<file path="config.mk">
export PLATFORM = sky130hd
export DESIGN_NAME = qar_mem_arbiter
export DESIGN_NICKNAME = d
export VERILOG_FILES = /design/src/rtl/qar_mem_arbiter.sv
export SDC_FILE = /design/constraint.sdc
export NUM_CORES = 1
export LEC_CHECK = 0
export ABC_AREA = 0
export ABC_CLOCK_PERIOD_IN_PS = 3700
export BUFFER_PORTS_ARGS = -buffer_cell sky130_fd_sc_hd__buf_2
export CORE_MARGIN = 3
export CORE_UTILIZATION = 25
export CTS_BUF_LIST = sky130_fd_sc_hd__clkbuf_2 sky130_fd_sc_hd__clkbuf_4 sky130_fd_sc_hd__clkbuf_8
export DETAILED_ROUTE_END_ITERATION = 12
export GPL_TIMING_DRIVEN = 0
export PLACE_DENSITY = 0.53
export REMOVE_ABC_BUFFERS = 1
export SKIP_LAST_GASP = 1
export SYNTH_ARGS = -nofsm -noshare
export SYNTH_HDL_FRONTEND = slang
export SYNTH_SLANG_ARGS = --single-unit
</file>
<file path="constraint.sdc">
create_clock -name clk -period 3.7 [get_ports clk]
set_input_delay 0.74 -clock clk [delete_from_list [all_inputs] [get_ports clk]]
set_output_delay 0.74 -clock clk [all_outputs]
set_load 0.02 [all_outputs]
</file>
<file path="src/rtl/qar_mem_arbiter.sv">
// Two-master (fetch/data) to one-slave memory arbiter with bounded data priority
// and a slave-wait watchdog that aborts stalled transactions with an error response.
module qar_mem_arbiter #(
  parameter int          DATA_BURST_MAX = 4,
  parameter int          TIMEOUT_CYCLES = 64,
  parameter logic [31:0] ERR_RDATA      = 32'hDEAD_BEEF
) (
  input  logic        clk,
  input  logic        rst,
  input  logic        i_valid,
  input  logic [31:0] i_addr,
  output logic        i_ready,
  output logic [31:0] i_rdata,
  input  logic        d_valid,
  input  logic        d_we,
  input  logic [31:0] d_addr,
  input  logic [31:0] d_wdata,
  output logic        d_ready,
  output logic [31:0] d_rdata,
  output logic        m_valid,
  output logic        m_we,
  output logic [31:0] m_addr,
  output logic [31:0] m_wdata,
  input  logic        m_ready,
  input  logic [31:0] m_rdata,
  output logic [1:0]  grant_id,
  output logic        bus_err
);

  localparam int BW = $clog2(DATA_BURST_MAX + 1);
  localparam int WW = (TIMEOUT_CYCLES > 1) ? $clog2(TIMEOUT_CYCLES) : 1;
  localparam logic [BW-1:0] BURST_MAX = BW'(DATA_BURST_MAX);
  localparam logic [WW-1:0] WD_LAST   = (TIMEOUT_CYCLES > 0) ? WW'(TIMEOUT_CYCLES - 1) : '0;

  typedef enum logic [1:0] {IDLE, GRANT_I, GRANT_D, ABORT} state_t;

  state_t          state, state_nxt;
  logic            owner_d;
  logic [BW-1:0]   burst_cnt;
  logic [WW-1:0]   wd_cnt;
  logic            wd_expire;

  assign wd_expire = (TIMEOUT_CYCLES != 0) && (wd_cnt == WD_LAST);

  always_comb begin
    state_nxt = state;
    i_ready   = 1'b0;
    d_ready   = 1'b0;
    i_rdata   = '0;
    d_rdata   = '0;
    bus_err   = 1'b0;
    grant_id  = 2'b00;
    case (state)
      IDLE: begin
        if (d_valid && (!i_valid || burst_cnt != BURST_MAX)) state_nxt = GRANT_D;
        else if (i_valid)                                     state_nxt = GRANT_I;
      end
      GRANT_I: begin
        grant_id = 2'b01;
        if (m_ready) begin
          i_ready   = i_valid;
          i_rdata   = i_valid ? m_rdata : '0;
          state_nxt = IDLE;
        end else if (wd_expire) begin
          state_nxt = ABORT;
        end
      end
      GRANT_D: begin
        grant_id = 2'b10;
        if (m_ready) begin
          d_ready   = d_valid;
          d_rdata   = d_valid ? m_rdata : '0;
          state_nxt = IDLE;
        end else if (wd_expire) begin
          state_nxt = ABORT;
        end
      end
      ABORT: begin
        bus_err   = 1'b1;
        state_nxt = IDLE;
        if (owner_d) begin
          grant_id = 2'b10;
          d_ready  = d_valid;
          d_rdata  = d_valid ? ERR_RDATA : '0;
        end else begin
          grant_id = 2'b01;
          i_ready  = i_valid;
          i_rdata  = i_valid ? ERR_RDATA : '0;
        end
      end
      default: state_nxt = IDLE;
    endcase
  end

  always_ff @(posedge clk) begin
    if (rst) begin
      state     <= IDLE;
      m_valid   <= 1'b0;
      m_we      <= 1'b0;
      m_addr    <= '0;
      m_wdata   <= '0;
      owner_d   <= 1'b0;
      burst_cnt <= '0;
      wd_cnt    <= '0;
    end else begin
      state <= state_nxt;
      case (state)
        IDLE: begin
          if (state_nxt == GRANT_D) begin
            m_valid <= 1'b1;
            m_we    <= d_we;
            m_addr  <= d_addr;
            m_wdata <= d_wdata;
            owner_d <= 1'b1;
            wd_cnt  <= '0;
            // only data grants that jump ahead of a waiting fetch count toward the burst
            if (!i_valid)                    burst_cnt <= '0;
            else if (burst_cnt != BURST_MAX) burst_cnt <= burst_cnt + 1'b1;
          end else if (state_nxt == GRANT_I) begin
            m_valid   <= 1'b1;
            m_we      <= 1'b0;
            m_addr    <= i_addr;
            m_wdata   <= '0;
            owner_d   <= 1'b0;
            wd_cnt    <= '0;
            burst_cnt <= '0;
          end
        end
        GRANT_I, GRANT_D: begin
          if (state_nxt != state) m_valid <= 1'b0;
          else                    wd_cnt  <= wd_cnt + 1'b1;
        end
        default: ;
      endcase
    end
  end

endmodule
</file>
After elaboration in Yosys (flattened, before gate mapping)
Index checks and enable logic that the tools add are counted.
{"block": "totals", "ff_bits": 78, "latch_bits": 0, "ramBits": 0, "romBits": 0, "wordCells": 76, "mem_count": 0}
{"block": "classes", "addsub": 2, "n_mul": 0, "div_mod_pow": 0, "magnitude_cmp": 0, "eq_ne": 12, "shifts": 0, "n_mux": 43, "n_bitwise": 0, "n_reduce_logical": 11}
{"op": "32-bit 2-to-1 mux", "n": 12}
{"op": "32-bit one-hot mux with 2 select lines", "n": 2}
{"op": "6-bit 2-to-1 mux", "n": 3}
{"op": "3-bit 2-to-1 mux", "n": 4}
{"op": "2-bit one-hot mux with 3 select lines", "n": 2}
{"op": "6-bit one-hot mux with 2 select lines", "n": 1}
{"op": "1-bit 2-to-1 mux", "n": 11}
{"op": "2-bit 2-to-1 mux", "n": 5}
{"op": "3-bit AND reduction", "n": 3}
{"op": "6-bit by 1-bit adder with 6-bit output, second input constant", "n": 1}
{"op": "2-bit equality test, second input constant", "n": 3}
{"op": "6-bit equality test, second input constant", "n": 1}
{"op": "3-bit != test, second input constant", "n": 2}
{"op": "1-bit one-hot mux with 2 select lines", "n": 3}
{"op": "2-bit by 1-bit equality test with 1-bit output, second input constant", "n": 2}
{"op": "2-bit nonzero test", "n": 2}
{"op": "3-bit by 1-bit adder with 3-bit output, second input constant", "n": 1}
{"op": "3-bit by 2-bit != test with 1-bit output, second input constant", "n": 1}
{"op": "2-bit logical NOT", "n": 1}
{"op": "2-bit by 1-bit != test with 1-bit output, second input constant", "n": 1}
{"op": "2-bit != test", "n": 1}
{"op": "2-bit != test, second input constant", "n": 1}
{"op": "2-bit AND reduction", "n": 1}
{"op": "2-bit OR reduction", "n": 1}
{"op": "other kinds (3)", "n": 3}

Logic depth before layout (Yosys ltp)
{"block": "logic_depth", "depth_word": 9, "depth_mapped": 13, "depth_no_buf": 12}

Worst setup path before layout
OpenSTA, ideal clock, no wires.
{"block": "synth_timing", "kind": "flip-flop to flip-flop", "start": "reg state[1]", "end": "reg wd_cnt[5]", "arrival_time_ns": 3.049, "t_required_ns": 3.629, "setup_slack_ns": 0.580, "path_stages_with_launch": 12, "cell_sequence": "dfxtp_1 inv_1 ha_1 or3b_4 o32ai_2 nor2_1 ha_1 a21oi_1 nand2_1 or3_1 nor3_1 o21bai_1"}
{"block": "synth_via", "elab_chain_cells": 6}
{"item": "from (decl)", "line_no": "37", "source": "state_t state, state_nxt;"}
{"item": "from (signal assigned)", "line_no": "106", "source": "state <= state_nxt;"}
{"item": "2-bit by 1-bit equality test with 1-bit output (tied with other cells)", "line_no": "53, 107"}
{"item": "2-bit OR reduction (no line) (tied with other cells)"}
{"item": "2-bit one-hot mux with 3 select lines", "line_no": "53", "source": "case (state)"}
{"item": "2-bit equality test (tied with other cells)", "line_no": "109", "source": "if (state_nxt == GRANT_D) begin"}
{"item": "3-bit != test (no line) (tied with other cells)"}
{"item": "3-bit AND reduction (no line) or 6-bit one-hot mux with 2 select lines (tied branches)"}
{"item": "to (signal assigned)", "line_no": "131", "source": "else wd_cnt <= wd_cnt + 1'b1;"}
{"item": "to (decl)", "line_no": "40", "source": "logic [WW-1:0] wd_cnt;"}
Several ways; a longest one is shown, not always the timed one.
A chain may end at the register's enable or synchronous reset.

Worst setup path in the final report
Ends and elaborated chain as after synthesis.

==> impl_metrics.prom <==
# TYPE chip_impl_metric gauge
chip_impl_info{name="outcome",value="completed"} 1
chip_impl_metric{name="placement.io_buffers",unit=""} 268
chip_impl_metric{name="hold_violations",unit=""} 0
chip_impl_info{name="synth_commonest_cells",value="sky130_fd_sc_hd__dfxtp_1 (78), sky130_fd_sc_hd__a21o_1 (48), sky130_fd_sc_hd__nand2_1 (47), sky130_fd_sc_hd__nor2_1 (44), sky130_fd_sc_hd__clkbuf_1 (41)"} 1
chip_impl_metric{name="finalSetupTns",unit="ps"} 0
chip_impl_metric{name="dp.cells",unit=""} 936
chip_impl_info{name="yosys-top-cells-area",value="sky130_fd_sc_hd__dfxtp_1 (38%), sky130_fd_sc_hd__a21o_1 (8.9%), sky130_fd_sc_hd__mux2i_1 (7.9%)"} 1
chip_impl_metric{name="insertedDiodeCount",unit=""} 0
chip_impl_metric{name="max_freq",unit="MHz"} 288
chip_impl_metric{name="grt_util_all_layers",unit="%"} 14.6
chip_impl_info{name="cell_type_with_the_highest_aggregate_area_in_the_netlist",value="sky130_fd_sc_hd__dfxtp_1"} 1
chip_impl_metric{name="grt_pass1_vias",unit=""} 4017
chip_impl_metric{name="iteration_count_of_the_initial_detailed_routing_pass",unit=""} 5
chip_impl_metric{name="cellInternalPower",unit="mW"} 1.48
chip_impl_metric{name="setup_violations",unit=""} 0
chip_impl_metric{name="die_h",unit="um"} 134
chip_impl_info{name="synth_most_common_cell",value="sky130_fd_sc_hd__dfxtp_1"} 1
chip_impl_metric{name="route.antenna.remaining_nets",unit=""} 0
chip_impl_metric{name="dieArea",unit="mm^2"} 0.0178
chip_impl_metric{name="htreeDepth",unit=""} 3
chip_impl_metric{name="synth_largest_type_area_fraction",unit="%"} 38.4
chip_impl_metric{name="postSynthRegisterBits",unit=""} 78
chip_impl_metric{name="clockBufferDepth",unit=""} 2
chip_impl_metric{name="die_width",unit="um"} 134
chip_impl_metric{name="synth.avg_cell_area",unit="um^2"} 8.24
chip_impl_metric{name="async_flop_share",unit="%"} 0
chip_impl_info{name="largest_family_of_logic_cells_by_synthesized_area",value="compound AO/OA/AOI/OAI gates"} 1
chip_impl_metric{name="synth_compound_area_share",unit="%"} 25.4
chip_impl_info{name="postSynth.topFlopCell",value="sky130_fd_sc_hd__dfxtp_1"} 1
chip_impl_metric{name="grt_start_max_net_pins",unit=""} 77
chip_impl_metric{name="tritoncts_num_sinks",unit=""} 78
chip_impl_metric{name="place.detailed.hpwl",unit="um"} 10100
chip_impl_info{name="root_buffer",value="sky130_fd_sc_hd__clkbuf_8"} 1
chip_impl_metric{name="fillers",unit=""} 1704
chip_impl_metric{name="post_synth_and_or_nand_nor_area_fraction",unit="%"} 20.7
chip_impl_metric{name="fin_crit",unit="ps"} 3480
chip_impl_metric{name="count_of_routing_violations_after_the_opening_detailed_route_iteration",unit=""} 167
chip_impl_metric{name="timing.final.max_slew_violations",unit=""} 0
chip_impl_metric{name="tritoncts.num_buffers",unit=""} 9
chip_impl_metric{name="fin_worst_skew",unit="ps"} 10.2
chip_impl_metric{name="first_pass_grt_wire_length",unit="um"} 21200
chip_impl_metric{name="pwr-share-seq",unit="%"} 41.5
chip_impl_metric{name="worst_skew_pair.late_latency",unit="ps"} 350
chip_impl_metric{name="max_slew_margin",unit="%"} 33.8
chip_impl_metric{name="syn-cell-area",unit="mm^2"} 0.00407
chip_impl_info{name="timing.setup.critical_path_class",value="reg2reg"} 1
chip_impl_info{name="critPathLaunchType",value="register"} 1
chip_impl_metric{name="finalCritPeriodShare",unit="%"} 93.9
chip_impl_metric{name="global_route.overflow_total",unit=""} 0
chip_impl_metric{name="pin_count",unit=""} 269
chip_impl_metric{name="routed_via_density",unit=""} 4.61
chip_impl_metric{name="synth_sequential_area_ratio",unit="%"} 38.4
chip_impl_metric{name="starting_utilization_of_the_core_area",unit="%"} 25.6
chip_impl_info{name="holdCritPathClass",value="reg2reg"} 1
chip_impl_metric{name="arrival",unit="ps"} 3750
chip_impl_metric{name="area_delta_synth_final",unit="%"} 42.1
chip_impl_metric{name="power.ir.vdd_worst",unit="V"} 0.000193
chip_impl_metric{name="post_drt_wl_per_cell",unit="um"} 14.3
chip_impl_info{name="crit_path_end_kind",value="register"} 1
chip_impl_metric{name="post_synth_xor_area_fraction",unit="%"} 0
chip_impl_metric{name="ys.warnings.count",unit=""} 0
chip_impl_metric{name="cap_violations",unit=""} 0
chip_impl_metric{name="number_of_antenna_violations_at_the_first_check_in_global_routing",unit=""} 0
chip_impl_info{name="cts_tree",value="done"} 1
chip_impl_metric{name="worst_ep_required_time",unit="ps"} 3980
chip_impl_metric{name="path_max_fanout",unit=""} 10
chip_impl_metric{name="vias",unit=""} 4388
chip_impl_metric{name="worst_slew_pin_slew",unit="ps"} 993
chip_impl_metric{name="total_switching_power",unit="mW"} 0.892
chip_impl_metric{name="drcViolationCount",unit=""} 0
chip_impl_metric{name="gp_routability_congestion",unit=""} 0.704
chip_impl_metric{name="post_layout_nonfiller_instances",unit=""} 952
chip_impl_metric{name="final_critical_path_setup_slack",unit="ps"} 224
chip_impl_metric{name="core-area",unit="mm^2"} 0.0159
chip_impl_metric{name="place_ws",unit="ps"} 60.2
chip_impl_metric{name="worst_setup_hold_path_clk_slew",unit="ps"} 80
chip_impl_metric{name="sw_frac_of_total",unit="%"} 37.6
chip_impl_metric{name="synthCells",unit=""} 494
chip_impl_info{name="unrepaired_setup_endpoints_after_global_routing",value="true"} 1
chip_impl_metric{name="post_route_cells_drive_above_1_share",unit="%"} 41.4
chip_impl_metric{name="final_net_count",unit=""} 874
chip_impl_metric{name="netlist-cell-type-count",unit=""} 47
chip_impl_metric{name="yosys-mux-area-fraction",unit="%"} 7.87
chip_impl_metric{name="detail_route.wirelength",unit="um"} 13700
chip_impl_metric{name="power.density_cell_area",unit="mW/mm^2"} 411
chip_impl_metric{name="clock_power_share",unit="%"} 24.6
chip_impl_metric{name="post_synth_fa_ha_maj_area_fraction",unit="%"} 2.77
chip_impl_metric{name="total_power",unit="mW"} 2.37
chip_impl_metric{name="static_leakage",unit="nW"} 3.21
chip_impl_metric{name="num_rows",unit=""} 46
chip_impl_metric{name="synth_enable_flop_cells",unit=""} 0
chip_impl_metric{name="power_frac_comb",unit="%"} 33.9
## logic make-up after synthesis
logic type,Yosys count
buffers and inverters,52
AOI/OAI and AO/OA,147
adders and majority gates,9
and+or+nand+nor,176
muxes,32
DFF,78
## registers in the layout, indices dropped and copies added, names as in the netlist
register / count
m_addr: 32
m_wdata: 32
wd_cnt: 6
burst_cnt: 3
state: 2
m_valid: 1
m_we: 1
owner_d: 1
## worst max-delay path, cell delays in order, from the launching register on
cell and delay [ps]:
sky130_fd_sc_hd__dfxtp_1 530, sky130_fd_sc_hd__inv_1 170, sky130_fd_sc_hd__ha_1 360, sky130_fd_sc_hd__or3b_4 430
sky130_fd_sc_hd__o32ai_2 310, sky130_fd_sc_hd__nor2_1 150, sky130_fd_sc_hd__ha_4 280, sky130_fd_sc_hd__a21oi_2 290
sky130_fd_sc_hd__nand2_1 230, sky130_fd_sc_hd__or3_1 400, sky130_fd_sc_hd__nor3_1 120, sky130_fd_sc_hd__o21bai_1 130
## area by class of cell
type	instances	area [um^2]	area share, %
Sequential cell	78	1560	27.0
Timing Repair Buffer	271	1410	24.4
Clock buffer	9	124	2.14
Tap cell	216	270	4.67
Inverter	7	26.3	0.454
Clock inverter	7	48.8	0.844
Multi-Input combinational cell	364	2340	40.5
## power groups by stage
stage	combinational (mW)	clock (mW)	sequential, mW
floorplan	0.379	0	1.11
global placement	0.811	0	1.00
detailed placement	0.812	0	1.00
CTS	0.811	0.611	0.987
global route	0.885	0.644	1.00
finish	0.804	0.584	0.986
## path summary, 6_finish.rpt
| path | slack [ps] | from | end | depth (start not counted) |
|---|---|---|---|---|
| worst min register to register | 450 | m_wdata[31] | m_wdata[31] | 2 |
| worst max-delay path | 220 | state[1] | wd_cnt[5] | 11 |
| worst max register to register | 220 | state[1] | wd_cnt[5] | 11 |
| worst min-delay path | 450 | m_wdata[31] | m_wdata[31] | 2 |
## per-layer routing
layer	vias up	part of all wire (%)	global-route usage [%]
li1	2220	-	-
met1	1947	41	17.1
met2	212	47	25.1
met3	9	11	5.66
met4	0	1.1	3.83
met5	-	0	0
## what timing repair did
action / CTS / global route
endpoints found under the setup margin: 0 / 5
hold buffers: 0 / 0
resized for setup: 0 / 2
buffers inserted: 0 / 0
## stage by stage
stage | hold slack, ps | util (%) | instance area, um^2
floorplan | 454 | - | 3900
global placement | 436 | 34.7 | 5510
detailed placement | 440 | 35.3 | 5600
CTS | 452 | 36.4 | 5770
global route | 469 | 36.4 | 5780
finish | 448 | 36.4 | 5780
## cell usage in the layout, fill, tap and decap left out, types with 2 or more instances in the layout
master and instances:
sky130_fd_sc_hd__a211oi_1 32, sky130_fd_sc_hd__ha_1 8, sky130_fd_sc_hd__o21ai_0 10, sky130_fd_sc_hd__buf_12 2, sky130_fd_sc_hd__and3_1 3, sky130_fd_sc_hd__clkinv_4 2, sky130_fd_sc_hd__nor3_1 4, sky130_fd_sc_hd__buf_2 267
sky130_fd_sc_hd__a221o_1 2, sky130_fd_sc_hd__dfxtp_1 78, sky130_fd_sc_hd__nor2b_1 3, sky130_fd_sc_hd__inv_1 7, sky130_fd_sc_hd__clkinv_2 3, sky130_fd_sc_hd__clkbuf_8 9, sky130_fd_sc_hd__and3_2 3, sky130_fd_sc_hd__a21oi_1 38
sky130_fd_sc_hd__a21o_1 48, sky130_fd_sc_hd__nand2_1 47, sky130_fd_sc_hd__nand2b_1 2, sky130_fd_sc_hd__nand3b_1 2, sky130_fd_sc_hd__nor2_1 44, sky130_fd_sc_hd__nand3_1 37, sky130_fd_sc_hd__nor4_1 2, sky130_fd_sc_hd__and2_1 19
sky130_fd_sc_hd__mux2i_1 32
(Power assumes the default switching activity.)
